<file path="src/rtl/regbank_pkg.sv">
// Shared encodings for the register-bank sequencer and its arbiter.
package regbank_pkg;

  typedef enum logic [1:0] {
    OpInc  = 2'b00,
    OpMove = 2'b01,
    OpLoad = 2'b10,
    OpRead = 2'b11
  } op_e;

  typedef enum logic [2:0] {
    StIdle,
    StDrive,
    StStrobe,
    StRelease,
    StFin
  } state_e;

  function automatic logic op_uses_src(op_e op);
    return (op == OpMove) || (op == OpRead);
  endfunction

  function automatic logic op_uses_dst(op_e op);
    return op != OpRead;
  endfunction

endpackage

</file>
<file path="src/rtl/rr_arb2.sv">
// Two-way round-robin arbiter; the last-served pointer moves only on an accepted grant.
module rr_arb2 (
  input  logic       clk_i,
  input  logic       rst_ni,
  input  logic       en_i,
  input  logic [1:0] valid_i,
  output logic [1:0] gnt_o
);

  logic last_q, last_d;

  always_comb begin
    gnt_o = 2'b00;
    if (en_i) begin
      if (&valid_i) begin
        gnt_o = last_q ? 2'b01 : 2'b10;
      end else begin
        gnt_o = valid_i;
      end
    end
    last_d = last_q;
    if (|(valid_i & gnt_o)) begin
      last_d = gnt_o[1];
    end
  end

  always_ff @(posedge clk_i or negedge rst_ni) begin
    if (!rst_ni) begin
      last_q <= 1'b1;
    end else begin
      last_q <= last_d;
    end
  end

endmodule

</file>
<file path="src/rtl/regbank_seq.sv">
// Sequencer for a shared-bus register bank: arbitrates two requesters and emits registered,
// correctly ordered active-low oe/latch/inc strobes.
module regbank_seq
  import regbank_pkg::*;
#(
  parameter int unsigned NREGS = 4,
  parameter int unsigned IDXW  = 2
) (
  input  logic              clk_i,
  input  logic              rst_ni,
  input  logic [1:0]        req_valid_i,
  input  logic [3:0]        req_op_i,
  input  logic [2*IDXW-1:0] req_src_i,
  input  logic [2*IDXW-1:0] req_dst_i,
  output logic [1:0]        req_ready_o,
  output logic [1:0]        done_o,
  output logic              err_o,
  output logic              busy_o,
  output logic [NREGS-1:0]  oe_o,
  output logic [NREGS-1:0]  latch_o,
  output logic [NREGS-1:0]  inc_o,
  output logic              ext_oe_o,
  output logic              ext_latch_o
);

  state_e           state_q, state_d;
  op_e              op_q, op_d, sel_op;
  logic [IDXW-1:0]  src_q, src_d, dst_q, dst_d, sel_src, sel_dst;
  logic             who_q, who_d, ill_q, ill_d, sel_who;
  logic             arb_en, accept, drv, stb;
  logic [NREGS-1:0] oe_q, oe_d, latch_q, latch_d, inc_q, inc_d;
  logic             ext_oe_q, ext_oe_d, ext_latch_q, ext_latch_d, err_q, err_d;
  logic [1:0]       done_q, done_d;

  function automatic logic cmd_illegal(op_e op, logic [IDXW-1:0] s, logic [IDXW-1:0] d);
    logic bad;
    bad = (op == OpMove) && (s == d);
    if (op_uses_src(op) && (32'(s) >= NREGS)) bad = 1'b1;
    if (op_uses_dst(op) && (32'(d) >= NREGS)) bad = 1'b1;
    return bad;
  endfunction

  // Grants are withheld while reset is asserted.
  assign arb_en = rst_ni && (state_q == StIdle);

  rr_arb2 u_arb (
    .clk_i   (clk_i),
    .rst_ni  (rst_ni),
    .en_i    (arb_en),
    .valid_i (req_valid_i),
    .gnt_o   (req_ready_o)
  );

  assign accept  = |(req_valid_i & req_ready_o);
  assign sel_who = req_ready_o[1];
  assign sel_op  = op_e'(sel_who ? req_op_i[3:2] : req_op_i[1:0]);
  assign sel_src = sel_who ? req_src_i[2*IDXW-1:IDXW] : req_src_i[IDXW-1:0];
  assign sel_dst = sel_who ? req_dst_i[2*IDXW-1:IDXW] : req_dst_i[IDXW-1:0];

  always_comb begin
    state_d = state_q;
    op_d    = op_q;
    src_d   = src_q;
    dst_d   = dst_q;
    who_d   = who_q;
    ill_d   = ill_q;
    unique case (state_q)
      StIdle: begin
        if (accept) begin
          op_d  = sel_op;
          src_d = sel_src;
          dst_d = sel_dst;
          who_d = sel_who;
          ill_d = cmd_illegal(sel_op, sel_src, sel_dst);
          if (ill_d)                 state_d = StFin;
          else if (sel_op == OpInc)  state_d = StStrobe;
          else                       state_d = StDrive;
        end
      end
      StDrive:   state_d = StStrobe;
      StStrobe:  state_d = StRelease;
      StRelease: state_d = StFin;
      StFin:     state_d = StIdle;
      default:   state_d = StIdle;
    endcase
  end

  // Strobes are decoded from the next state so every output comes straight from a flop.
  always_comb begin
    oe_d        = '1;
    latch_d     = '1;
    inc_d       = '1;
    done_d      = 2'b00;
    err_d       = 1'b0;
    drv         = (state_d == StDrive) || (state_d == StStrobe) || (state_d == StRelease);
    stb         = (state_d == StStrobe);
    ext_oe_d    = !(drv && (op_d == OpLoad));
    ext_latch_d = !(stb && (op_d == OpRead));
    for (int i = 0; i < int'(NREGS); i++) begin
      if (drv && op_uses_src(op_d) && (src_d == IDXW'(i))) oe_d[i] = 1'b0;
      if (stb && (op_d == OpInc) && (dst_d == IDXW'(i))) inc_d[i] = 1'b0;
      if (stb && ((op_d == OpMove) || (op_d == OpLoad)) && (dst_d == IDXW'(i))) begin
        latch_d[i] = 1'b0;
      end
    end
    if (state_d == StFin) begin
      done_d[who_d] = 1'b1;
      err_d         = ill_d;
    end
  end

  always_ff @(posedge clk_i or negedge rst_ni) begin
    if (!rst_ni) begin
      state_q     <= StIdle;
      op_q        <= OpInc;
      src_q       <= '0;
      dst_q       <= '0;
      who_q       <= 1'b0;
      ill_q       <= 1'b0;
      oe_q        <= '1;
      latch_q     <= '1;
      inc_q       <= '1;
      ext_oe_q    <= 1'b1;
      ext_latch_q <= 1'b1;
      done_q      <= 2'b00;
      err_q       <= 1'b0;
    end else begin
      state_q     <= state_d;
      op_q        <= op_d;
      src_q       <= src_d;
      dst_q       <= dst_d;
      who_q       <= who_d;
      ill_q       <= ill_d;
      oe_q        <= oe_d;
      latch_q     <= latch_d;
      inc_q       <= inc_d;
      ext_oe_q    <= ext_oe_d;
      ext_latch_q <= ext_latch_d;
      done_q      <= done_d;
      err_q       <= err_d;
    end
  end

  assign busy_o      = (state_q != StIdle);
  assign oe_o        = oe_q;
  assign latch_o     = latch_q;
  assign inc_o       = inc_q;
  assign ext_oe_o    = ext_oe_q;
  assign ext_latch_o = ext_latch_q;
  assign done_o      = done_q;
  assign err_o       = err_q;

endmodule

</file>
<file path="config.mk">
export PLATFORM = sky130hd
export DESIGN_NAME = regbank_seq
export DESIGN_NICKNAME = d
export VERILOG_FILES = /design/src/rtl/regbank_pkg.sv /design/src/rtl/rr_arb2.sv /design/src/rtl/regbank_seq.sv
export SDC_FILE = /design/constraint.sdc
export NUM_CORES = 1
export LEC_CHECK = 0
export BUFFER_PORTS_ARGS = -buffer_cell sky130_fd_sc_hd__buf_2
export CAP_MARGIN = 10
export CORE_AREA = 2 2 63 65
export DETAILED_ROUTE_END_ITERATION = 8
export DIE_AREA = 0 0 65 67
export GPL_TIMING_DRIVEN = 0
export PLACE_DENSITY = 0.66
export SLEW_MARGIN = 20
export SYNTH_ARGS = -nofsm -noshare
export SYNTH_HDL_FRONTEND = slang
export SYNTH_HIERARCHICAL = 1
export SYNTH_SLANG_ARGS = --single-unit
</file>
<file path="constraint.sdc">
create_clock -name clk_i -period 6.65 [get_ports clk_i]
set_input_delay 0.665 -clock clk_i [delete_from_list [all_inputs] [get_ports clk_i]]
set_output_delay 0.665 -clock clk_i [all_outputs]
set_load 0.05 [all_outputs]
</file>
==> results.sh, run 1 <==
export IMPL_status="completed"
export IMPL_pre_cts_slack_ps=2457
export IMPL_cts_hold_buf=0
export IMPL_end_kind="flip-flop"
export IMPL_seq_power_share=0.338
export IMPL_worstSkewPairLatency_ps=280
export IMPL_detailed_place_hpwl_mm=2.200
export IMPL_synth_area_leaders="dfstp_2, dfrtp_1, or3_1"
export IMPL_wirelength_mm=2.866
export IMPL_cts_repair_resized=0
export IMPL_worst_pin_slew_ps=661.8
export IMPL_reg2reg_from="state_q[0]"
export IMPL_synthXorXnorAreaFrac=0.02476
export IMPL_gp_congestion=0.7783
export IMPL_die_h_um=67
export IMPL_worstPathArrival_ps=4060
export IMPL_multi_input_comb_area_um2=609.3
export IMPL_cts_root_buf="clkbuf_8"
export IMPL_worstSetupPathType="in -> reg"
export IMPL_switching_share=0.4132
export IMPL_fillers=338
export IMPL_intPower_uw=472.4
export IMPL_synth_top_area_cell="dfstp_2"
export IMPL_yosys_area_share_simple=0.1645
export IMPL_r2r_setup_slack_ps=2790
export IMPL_critPathRequiredTime_ps=6840
export IMPL_cts_tree="done"
export IMPL_firstDrtPassIters=4
export IMPL_rsz0062_at_grt="false"
export IMPL_ir_drop_uv=246.7
export IMPL_syn_to_final_growth_pct=24.84
export IMPL_cp_max_fo=30
export IMPL_reg2reg_to="latch_o[0]"
export IMPL_regArea_um2=744.5
export IMPL_synthArstFlopShare=1.000
export IMPL_antenna_found_initial=0
export IMPL_cts_setup_buffers=0
export IMPL_grt_pass1_vias=1016
export IMPL_overflow=0
export IMPL_die_area_um2=4355
export IMPL_cap_violations=0
export IMPL_portBuffers=35
export IMPL_p_switching_uw=332.7
export IMPL_diodes=0
export IMPL_synth_edf_count=0
export IMPL_seq_area_frac_synth=0.5261
export IMPL_start_util=0.3924
export IMPL_synthCells=124
export IMPL_ios=36
export IMPL_p_comb_frac=0.431
export IMPL_finalSetupTns_ps=0
export IMPL_dr_first_iter_drc_count=34
export IMPL_avgSynthCellArea_um2=11.41
export IMPL_p_per_area_nw_per_um2=455.7
export IMPL_synthMostInstantiatedCell="dfstp_2"
export IMPL_finalWorstSetupSlack_ps=2788
export IMPL_synth_top_area_share=0.2785
export IMPL_grt_pass1_wl_mm=4.616
export IMPL_p_clk_frac=0.231
export IMPL_synthAdderAreaFrac=0.02653
export IMPL_hold_viol=0
export IMPL_max_freq_mhz=259.0
export IMPL_r2r_cells=15
export IMPL_min_period_ps=3862
export IMPL_synth_cell_types=41
export IMPL_grt_max_degree=31
export IMPL_via_count=1106
export IMPL_final_nets=185
export IMPL_worstHoldPathType="in -> async"
export IMPL_cts_sinks=29
export IMPL_synthFlopType="dfstp_2"
export IMPL_drc_errors=0
export IMPL_numCtsBuffers=5
export IMPL_yosys_warnings=6
export IMPL_clock_skew_ps=5.839
export IMPL_rows=22
export IMPL_slew_limit_headroom=0.5568
export IMPL_core_um2=3606
export IMPL_synthMuxAreaShare=0.05924
export IMPL_die_w_um=65
export IMPL_leakagePower_nw=0.7852
export IMPL_power_total_uw=805.1
export IMPL_syn_area_um2=1415
export IMPL_fin_crit_sh=0.5807
export IMPL_slew_viol_final=0
export IMPL_dp_cells=207
export IMPL_clk_path_buf_depth=2
export IMPL_drive_gt1_frac=0.4431
export IMPL_cts_max_level=2
export IMPL_gr_usage_all_layers=0.1444
export IMPL_via_per_inst=5.144
export IMPL_antenna_left=0
export IMPL_wl_per_cell_um=13.33
export IMPL_setup_viol=0
export IMPL_synth_common_cells="dfstp_2, dfrtp_1, or3_1, a21oi_1, o211ai_1"
export IMPL_syn_nets=143
export IMPL_synth_compound_area_frac=0.1556
export IMPL_ys_ff_latch=29
export IMPL_synth_top_family_by_area="simple AND/OR/NAND/NOR gates"
export IMPL_critPathLaunchType="input pin"
export IMPL_instances_no_fill=215
export IMPL_clkTransAtPathRegs_ps=60
## cells in the final DEF, fill, tap and decap left out, types with 4 or more instances in the layout
cell,n
buf_2,36
clkbuf_8,6
or3_1,9
o211ai_1,7
nor2_1,4
xor2_1,4
dfrtp_1,14
nand2_1,5
inv_1,5
dfstp_2,15
a21oi_1,8
o21ai_0,5
## critical path: stages
cell and delay, ps:
buf_2 480, and2_1 260, nand2_1 90, a21oi_1 410, buf_4 290, a22o_1 160, buf_4 160, a21oi_1 70
a31oi_1 510, inv_1 150, ha_1 330, o211ai_1 120, or3_1 340
## per-stage QoR
step / cell area [um2] / util / hold WS (ps)
after floorplan: 1415 / - / 369.4
after global placement: 1650 / 0.4577 / 458.4
after detailed placement: 1650 / 0.4577 / 460.7
after CTS: 1767 / 0.4899 / 420.0
after global routing: 1767 / 0.4899 / 449.4
final: 1767 / 0.4899 / 393.4
## kinds of logic after synthesis
logic type                 after synthesis
and+or+nand+nor                         36
AOI/OAI and AO/OA                       33
DFF                                     29
buffers and inverters                   12
muxes                                    7
xor gates and xnor gates                 4
adders and majority gates                3
## layout make-up
type | instances | share of cell area
Buffer | 4 | 0.01771
Clock buffer | 7 | 0.04887
Clock inverter | 1 | 0.01700
Inverter | 8 | 0.01700
Multi-Input combinational cell | 83 | 0.3449
Sequential cell | 29 | 0.4214
Tap cell | 48 | 0.03399
Timing Repair Buffer | 35 | 0.09915
## power by group through the flow
stage / logic, mW / clock network (mW) / registers (mW)
after floorplan: 0.197 / 0 / 0.346
after global placement: 0.337 / 0 / 0.274
after detailed placement: 0.346 / 0 / 0.275
after CTS: 0.348 / 0.189 / 0.273
after global routing: 0.378 / 0.200 / 0.278
final: 0.347 / 0.186 / 0.272
## registers in the layout, indices dropped and copies added, names as in the netlist, 2 cells and up
| register | cells |
|---|---|
| latch_o | 4 |
| state_q | 3 |
| op_q | 2 |
| inc_o | 4 |
| done_o | 2 |
| oe_o | 4 |
| src_q | 2 |
| dst_q | 2 |
## per-layer routing
metal,wire (um),track usage,vias to the layer above
li1,-,-,536
met2,1408,0.2448,31
met1,1252,0.1726,536
met5,0,0,-
met4,30,0.03989,0
met3,174,0.05236,3
## worst max path at each step
stage	end	cells after the start	slack (ps)	start
final	latch_o[0]	13	2790	rst_ni
after global routing	latch_o[3]	13	2400	rst_ni
after CTS	latch_o[0]	13	2720	rst_ni
after detailed placement	latch_o[0]	13	2460	rst_ni
after global placement	latch_o[0]	13	2630	rst_ni
after floorplan	latch_o[0]	15	2670	state_q[0]
(Power assumes the default switching activity.)
==> run 2, diff against run 1 <==
- ABC_AREA: default -> 1
- CORE_AREA: 2 2 63 65 -> 2 2 64 66
- DIE_AREA: 0 0 65 67 -> 0 0 66 68
- clock period: 6.65 -> 3.67 ns (I/O delays scaled with it)
==> results.sh, run 2 <==
export IMPL_status="completed"
export IMPL_avgSynthCellArea_um2=8.320
export IMPL_die_h_um=68
export IMPL_hold_slack_ps=104.5
export IMPL_fin_crit_sh=0.7466
export IMPL_layout_common_cells="nand2_1, buf_2, inv_1"
export IMPL_antenna_found_initial=0
export IMPL_dr_first_iter_drc_count=40
export IMPL_slew_viol_final=0
export IMPL_grt_pass1_vias=1111
export IMPL_final_nets=235
export IMPL_switching_share=0.4379
export IMPL_via_per_inst=4.292
export IMPL_overflow=0
export IMPL_portBuffers=35
export IMPL_slew_limit_headroom=0.5812
export IMPL_start_util=0.3754
export IMPL_gr_usage_all_layers=0.1414
export IMPL_antenna_left=0
export IMPL_p_clk_frac=0.203
export IMPL_gp_congestion=0.7168
export IMPL_cts_sinks=29
export IMPL_synth_cell_types=23
export IMPL_clkTransAtPathRegs_ps=60
export IMPL_reg2reg_from="state_q[1]"
export IMPL_worstSkewPairLatency_ps=280
export IMPL_ios=36
export IMPL_drive_gt1_frac=0.3687
export IMPL_cts_repair_resized=0
export IMPL_firstDrtPassIters=4
export IMPL_synthCells=174
export IMPL_cts_hold_buf=0
export IMPL_drc_errors=0
export IMPL_cp_max_fo=7
export IMPL_wl_per_cell_um=9.614
export IMPL_worstSetupPathType="reg -> reg"
export IMPL_seq_area_frac_synth=0.5143
export IMPL_fillers=394
export IMPL_diodes=0
export IMPL_core_um2=3856
export IMPL_cts_max_level=2
export IMPL_critPathLaunchType="flip-flop"
export IMPL_max_freq_mhz=364.9
export IMPL_ys_ff_latch=29
export IMPL_synth_top_area_cell="dfstp_2"
export IMPL_grt_pass1_wl_mm=4.678
export IMPL_syn_nets=193
export IMPL_syn_to_final_growth_pct=23.42
export IMPL_synth_edf_count=0
export IMPL_p_comb_frac=0.457
export IMPL_crit_path_start="state_q[1]"
export IMPL_synth_top_area_share=0.2723
export IMPL_synth_area_leaders="dfstp_2, dfrtp_1, nand2_1"
export IMPL_die_area_um2=4488
export IMPL_finalSetupTns_ps=0
export IMPL_clock_skew_ps=3.335
export IMPL_numCtsBuffers=5
export IMPL_hold_viol=0
export IMPL_intPower_uw=784.5
export IMPL_leakagePower_nw=0.9378
export IMPL_cts_root_buf="clkbuf_8"
export IMPL_rows=23
export IMPL_synthMostInstantiatedCell="nand2_1"
export IMPL_synthArstFlopShare=1.000
export IMPL_worstHoldPathType="in -> async"
export IMPL_wirelength_mm=2.567
export IMPL_seq_power_share=0.340
export IMPL_p_switching_uw=611.3
export IMPL_synthFlopType="dfstp_2"
export IMPL_mostFrequentLayoutCell="nand2_1"
export IMPL_min_period_ps=2740
export IMPL_setup_viol=0
export IMPL_rsz0062_at_grt="false"
export IMPL_p_per_area_nw_per_um2=781.2
export IMPL_worstPathArrival_ps=2950
export IMPL_cap_violations=0
export IMPL_cts_setup_buffers=0
export IMPL_end_kind="flip-flop"
export IMPL_detailed_place_hpwl_mm=1.970
export IMPL_yosys_warnings=6
export IMPL_syn_area_um2=1448
export IMPL_ir_drop_uv=523.4
export IMPL_critPathRequiredTime_ps=3880
export IMPL_clk_path_buf_depth=2
export IMPL_die_w_um=66
export IMPL_via_count=1146
export IMPL_grt_max_degree=31
export IMPL_cts_tree="done"
export IMPL_worst_pin_slew_ps=628.3
export IMPL_synth_common_cells="nand2_1, inv_1, dfstp_2, dfrtp_1, nor2_1"
-- run 2: final cells by class --
type                            count  area [um2]  share of cell area
Multi-Input combinational cell    110       556.8              0.3116
Clock inverter                      1       5.005            0.002801
Buffer                              2       22.52             0.01261
Sequential cell                    29       744.5              0.4167
Timing Repair Buffer               35       175.2             0.09804
Inverter                           33       123.9             0.06933
Clock buffer                        7       96.34             0.05392
Tap cell                           50       62.56             0.03501
-- run 2: per-layer routing --
layer	global-route usage	wire (um)
met4	0.05357	46
met3	0.05757	157
met1	0.1557	1117
met5	0	0
met2	0.2462	1245
-- run 2: power by group through the flow --
| stage | Combinational, mW | Clock [mW] | Sequential, mW |
|---|---|---|---|
| after floorplan | 0.389 | 0 | 0.606 |
| after global placement | 0.633 | 0 | 0.479 |
| after detailed placement | 0.646 | 0 | 0.480 |
| after CTS | 0.648 | 0.293 | 0.475 |
| after global routing | 0.718 | 0.311 | 0.486 |
| final | 0.638 | 0.284 | 0.474 |
-- run 2: cells by family after synthesis --
family	Yosys count	synth area share
flops	29	0.5143
compound gates	15	0.07693
buf+inv	35	0.1011
fa+ha+maj	3	0.02593
simple gates	92	0.2818
-- run 2: worst paths after layout --
path	cells after the start	slack, ps	to
worst max register to register	18	930	latch_o[0]
worst min-delay path	1	100	op_q[1]
max in group asynchronous	1	3160	state_q[0]
worst max-delay path	18	930	latch_o[0]
min in group clk_i	4	350	u_arb/last_q
worst min register to register	2	480	u_arb/last_q
-- run 2: stage by stage --
stage | utilization | setup WS [ps] | power (mW) | area [um2] | instances
after floorplan | - | 483.3 | 0.9946 | 1448 | 174
after global placement | 0.4371 | 650.6 | 1.112 | 1685 | 259
after detailed placement | 0.4371 | 604.4 | 1.126 | 1685 | 259
after CTS | 0.4633 | 882.1 | 1.416 | 1787 | 267
after global routing | 0.4633 | 556.1 | 1.514 | 1787 | 267
final | 0.4633 | 929.8 | 1.396 | 1787 | 267
-- run 2: critical path: stages, from the launching register on --
cell     delay (ps)
dfrtp_1         420
nor2_4          220
nand2_4          90
nor2_1          130
nand2_1          60
inv_1            40
nand2_1          60
inv_1           160
nand2_1          90
nand2_2         110
inv_2            50
nor2_4          110
or2_2           120
o21a_1          240
inv_1           120
ha_1            290
inv_1            40
nor2_1          220
nand2_1          90
==> run 3, diff against run 2 <==
- PLACE_DENSITY: 0.66 -> 0.68
- clock period: 3.67 -> 2.5 ns (I/O delays scaled with it)
==> results.sh, run 3 (synthesized netlist as in run 2, its figures left out) <==
export IMPL_critPathRequiredTime_ps=2710
export IMPL_final_nets=242
export IMPL_hold_slack_ps=68.60
export IMPL_die_area_um2=4488
export IMPL_gr_usage_all_layers=0.1424
export IMPL_finalSetupTns_ps=0
export IMPL_clkTransAtPathRegs_ps=60
export IMPL_grt_max_degree=31
export IMPL_via_per_inst=4.420
export IMPL_cts_sinks=29
export IMPL_antenna_found_initial=0
export IMPL_die_w_um=66
export IMPL_cts_tree="done"
export IMPL_crit_chain="nor2_4 -> nand2_8 -> nor2_4 -> nand2_1 -> inv_1 -> nand2_2 -> clkinvlp_4 -> nand2_1 -> nand2_2 -> inv_2 -> nor2_4 -> or2_2 -> o21a_4 -> inv_1 -> ha_1 -> inv_1 -> nor2_4 -> nand2_1"
export IMPL_regArea_um2=744.5
export IMPL_firstDrtPassIters=4
export IMPL_via_count=1211
export IMPL_mostFrequentLayoutCell="nand2_1"
export IMPL_antenna_left=0
export IMPL_p_per_area_nw_per_um2=1191
export IMPL_wl_per_cell_um=9.777
export IMPL_syn_to_final_growth_pct=32.50
export IMPL_min_period_ps=2293
export IMPL_diodes=0
export IMPL_fillers=368
export IMPL_cts_root_buf="clkbuf_8"
export IMPL_grt_pass1_wl_mm=4.774
export IMPL_r2r_cells=18
export IMPL_path_common_cell="nor2_4"
export IMPL_worstSetupPathType="reg -> reg"
export IMPL_crit_path_start="state_q[2]"
export IMPL_wirelength_mm=2.679
export IMPL_leakagePower_nw=0.9713
export IMPL_postPlaceCellArea_um2=1729
export IMPL_rows=23
export IMPL_cts_max_level=2
export IMPL_dr_first_iter_drc_count=39
export IMPL_worst_pin_slew_ps=612.5
export IMPL_start_util=0.3754
export IMPL_grt_pass1_vias=1150
export IMPL_reg2reg_from="state_q[2]"
export IMPL_worstSkewPairLatency_ps=280
export IMPL_setup_viol=0
export IMPL_cp_max_fo=5
export IMPL_die_h_um=68
export IMPL_cap_violations=0
export IMPL_critical_path_buf_inv_count=5
export IMPL_worstPathArrival_ps=2500
export IMPL_ios=36
export IMPL_r2r_setup_slack_ps=210
export IMPL_critPathSlowestCell="dfrtp_1"
export IMPL_gp_congestion=0.7335
export IMPL_fin_crit_sh=0.9173
export IMPL_status="completed"
export IMPL_critPathTopFamily="simple AND/OR/NAND/NOR gates"
export IMPL_layout_common_cells="nand2_1, buf_2, inv_1"
export IMPL_end_kind="flip-flop"
export IMPL_max_freq_mhz=436.0
export IMPL_detailed_place_hpwl_mm=1.976
export IMPL_slew_viol_final=0
export IMPL_final_cell_area_um2=1918
export IMPL_portBuffers=35
export IMPL_slew_limit_headroom=0.5903
export IMPL_reg2reg_to="latch_o[1]"
export IMPL_fin_util=0.4974
export IMPL_worstHoldPathType="in -> async"
export IMPL_drc_errors=0
export IMPL_hold_viol=0
export IMPL_numCtsBuffers=5
export IMPL_multi_input_comb_area_um2=611.8
export IMPL_ir_drop_uv=683.8
export IMPL_overflow=0
export IMPL_drive_gt1_frac=0.4196
export IMPL_core_um2=3856
export IMPL_cpPeakStageDelay_ps=410
export IMPL_clk_path_buf_depth=2
export IMPL_clock_skew_ps=2.569
export IMPL_critPathLaunchType="flip-flop"
## run 3: cell types whose count changed in the layout (fill, tap and decap cells not counted), moves of 2 or more
cell,delta
nor2_4,+3
nor2_1,-3
nand2_1,-2
nand2_2,+2
buf_4,+6
inv_1,-2
## run 3: repair_timing
action | in CTS | in global routing
buffers inserted | 1 | 5
hold buffers | 0 | 1
gates resized for setup | 0 | 6
endpoints found under the hold margin | 0 | 14
setup endpoints to repair | 4 | 8
pin swaps | 1 | 3
## run 3: stage by stage
stage               instances  setup slack [ps]  power (mW)
floorplan                 174             1.532       1.521
global placement          259            -178.0       1.695
detailed placement        259            -216.3       1.713
CTS                       268             57.02       2.234
global route              274            -1.622       2.458
finish                    274             206.7       2.285
## run 3: how the worst max path moves through the flow
stage	endpoint	cells after the start
after floorplan	latch_o[1]	18
after global placement	latch_o[0]	18
after detailed placement	latch_o[0]	18
after CTS	latch_o[0]	18
after global routing	latch_o[2]	18
final	latch_o[1]	18
## run 3: worst reg2reg max path, cell delays in order, from the launching register on
cell,delay (ps)
dfrtp_1,410
nor2_4,190
nand2_8,80
nor2_4,120
nand2_1,60
inv_1,60
nand2_2,70
clkinvlp_4,100
nand2_1,60
nand2_2,90
inv_2,50
nor2_4,100
or2_2,130
o21a_4,130
inv_1,60
ha_1,270
inv_1,50
nor2_4,130
nand2_1,60
## run 3: routing by layer
metal	global-route usage	part of all wire	vias to the layer above
met5	0	0	-
met4	0.07398	0.023	0
met3	0.03618	0.044	9
met2	0.2525	0.51	25
met1	0.1587	0.42	557
li1	-	-	620
## run 3: cell type report
class,count,area share
Clock inverter,1,0.01566
Sequential cell,29,0.3881
Multi-Input combinational cell,110,0.3190
Clock buffer,7,0.04501
Inverter,33,0.06654
Buffer,2,0.01174
Timing Repair Buffer,42,0.1213
Tap cell,50,0.03262
## run 3: power by group
part | internal, mW | total [mW] | switching (mW)
Combinational | 0.346 | 1.09 | 0.744
Sequential | 0.644 | 0.700 | 0.0557
Clock | 0.324 | 0.495 | 0.171
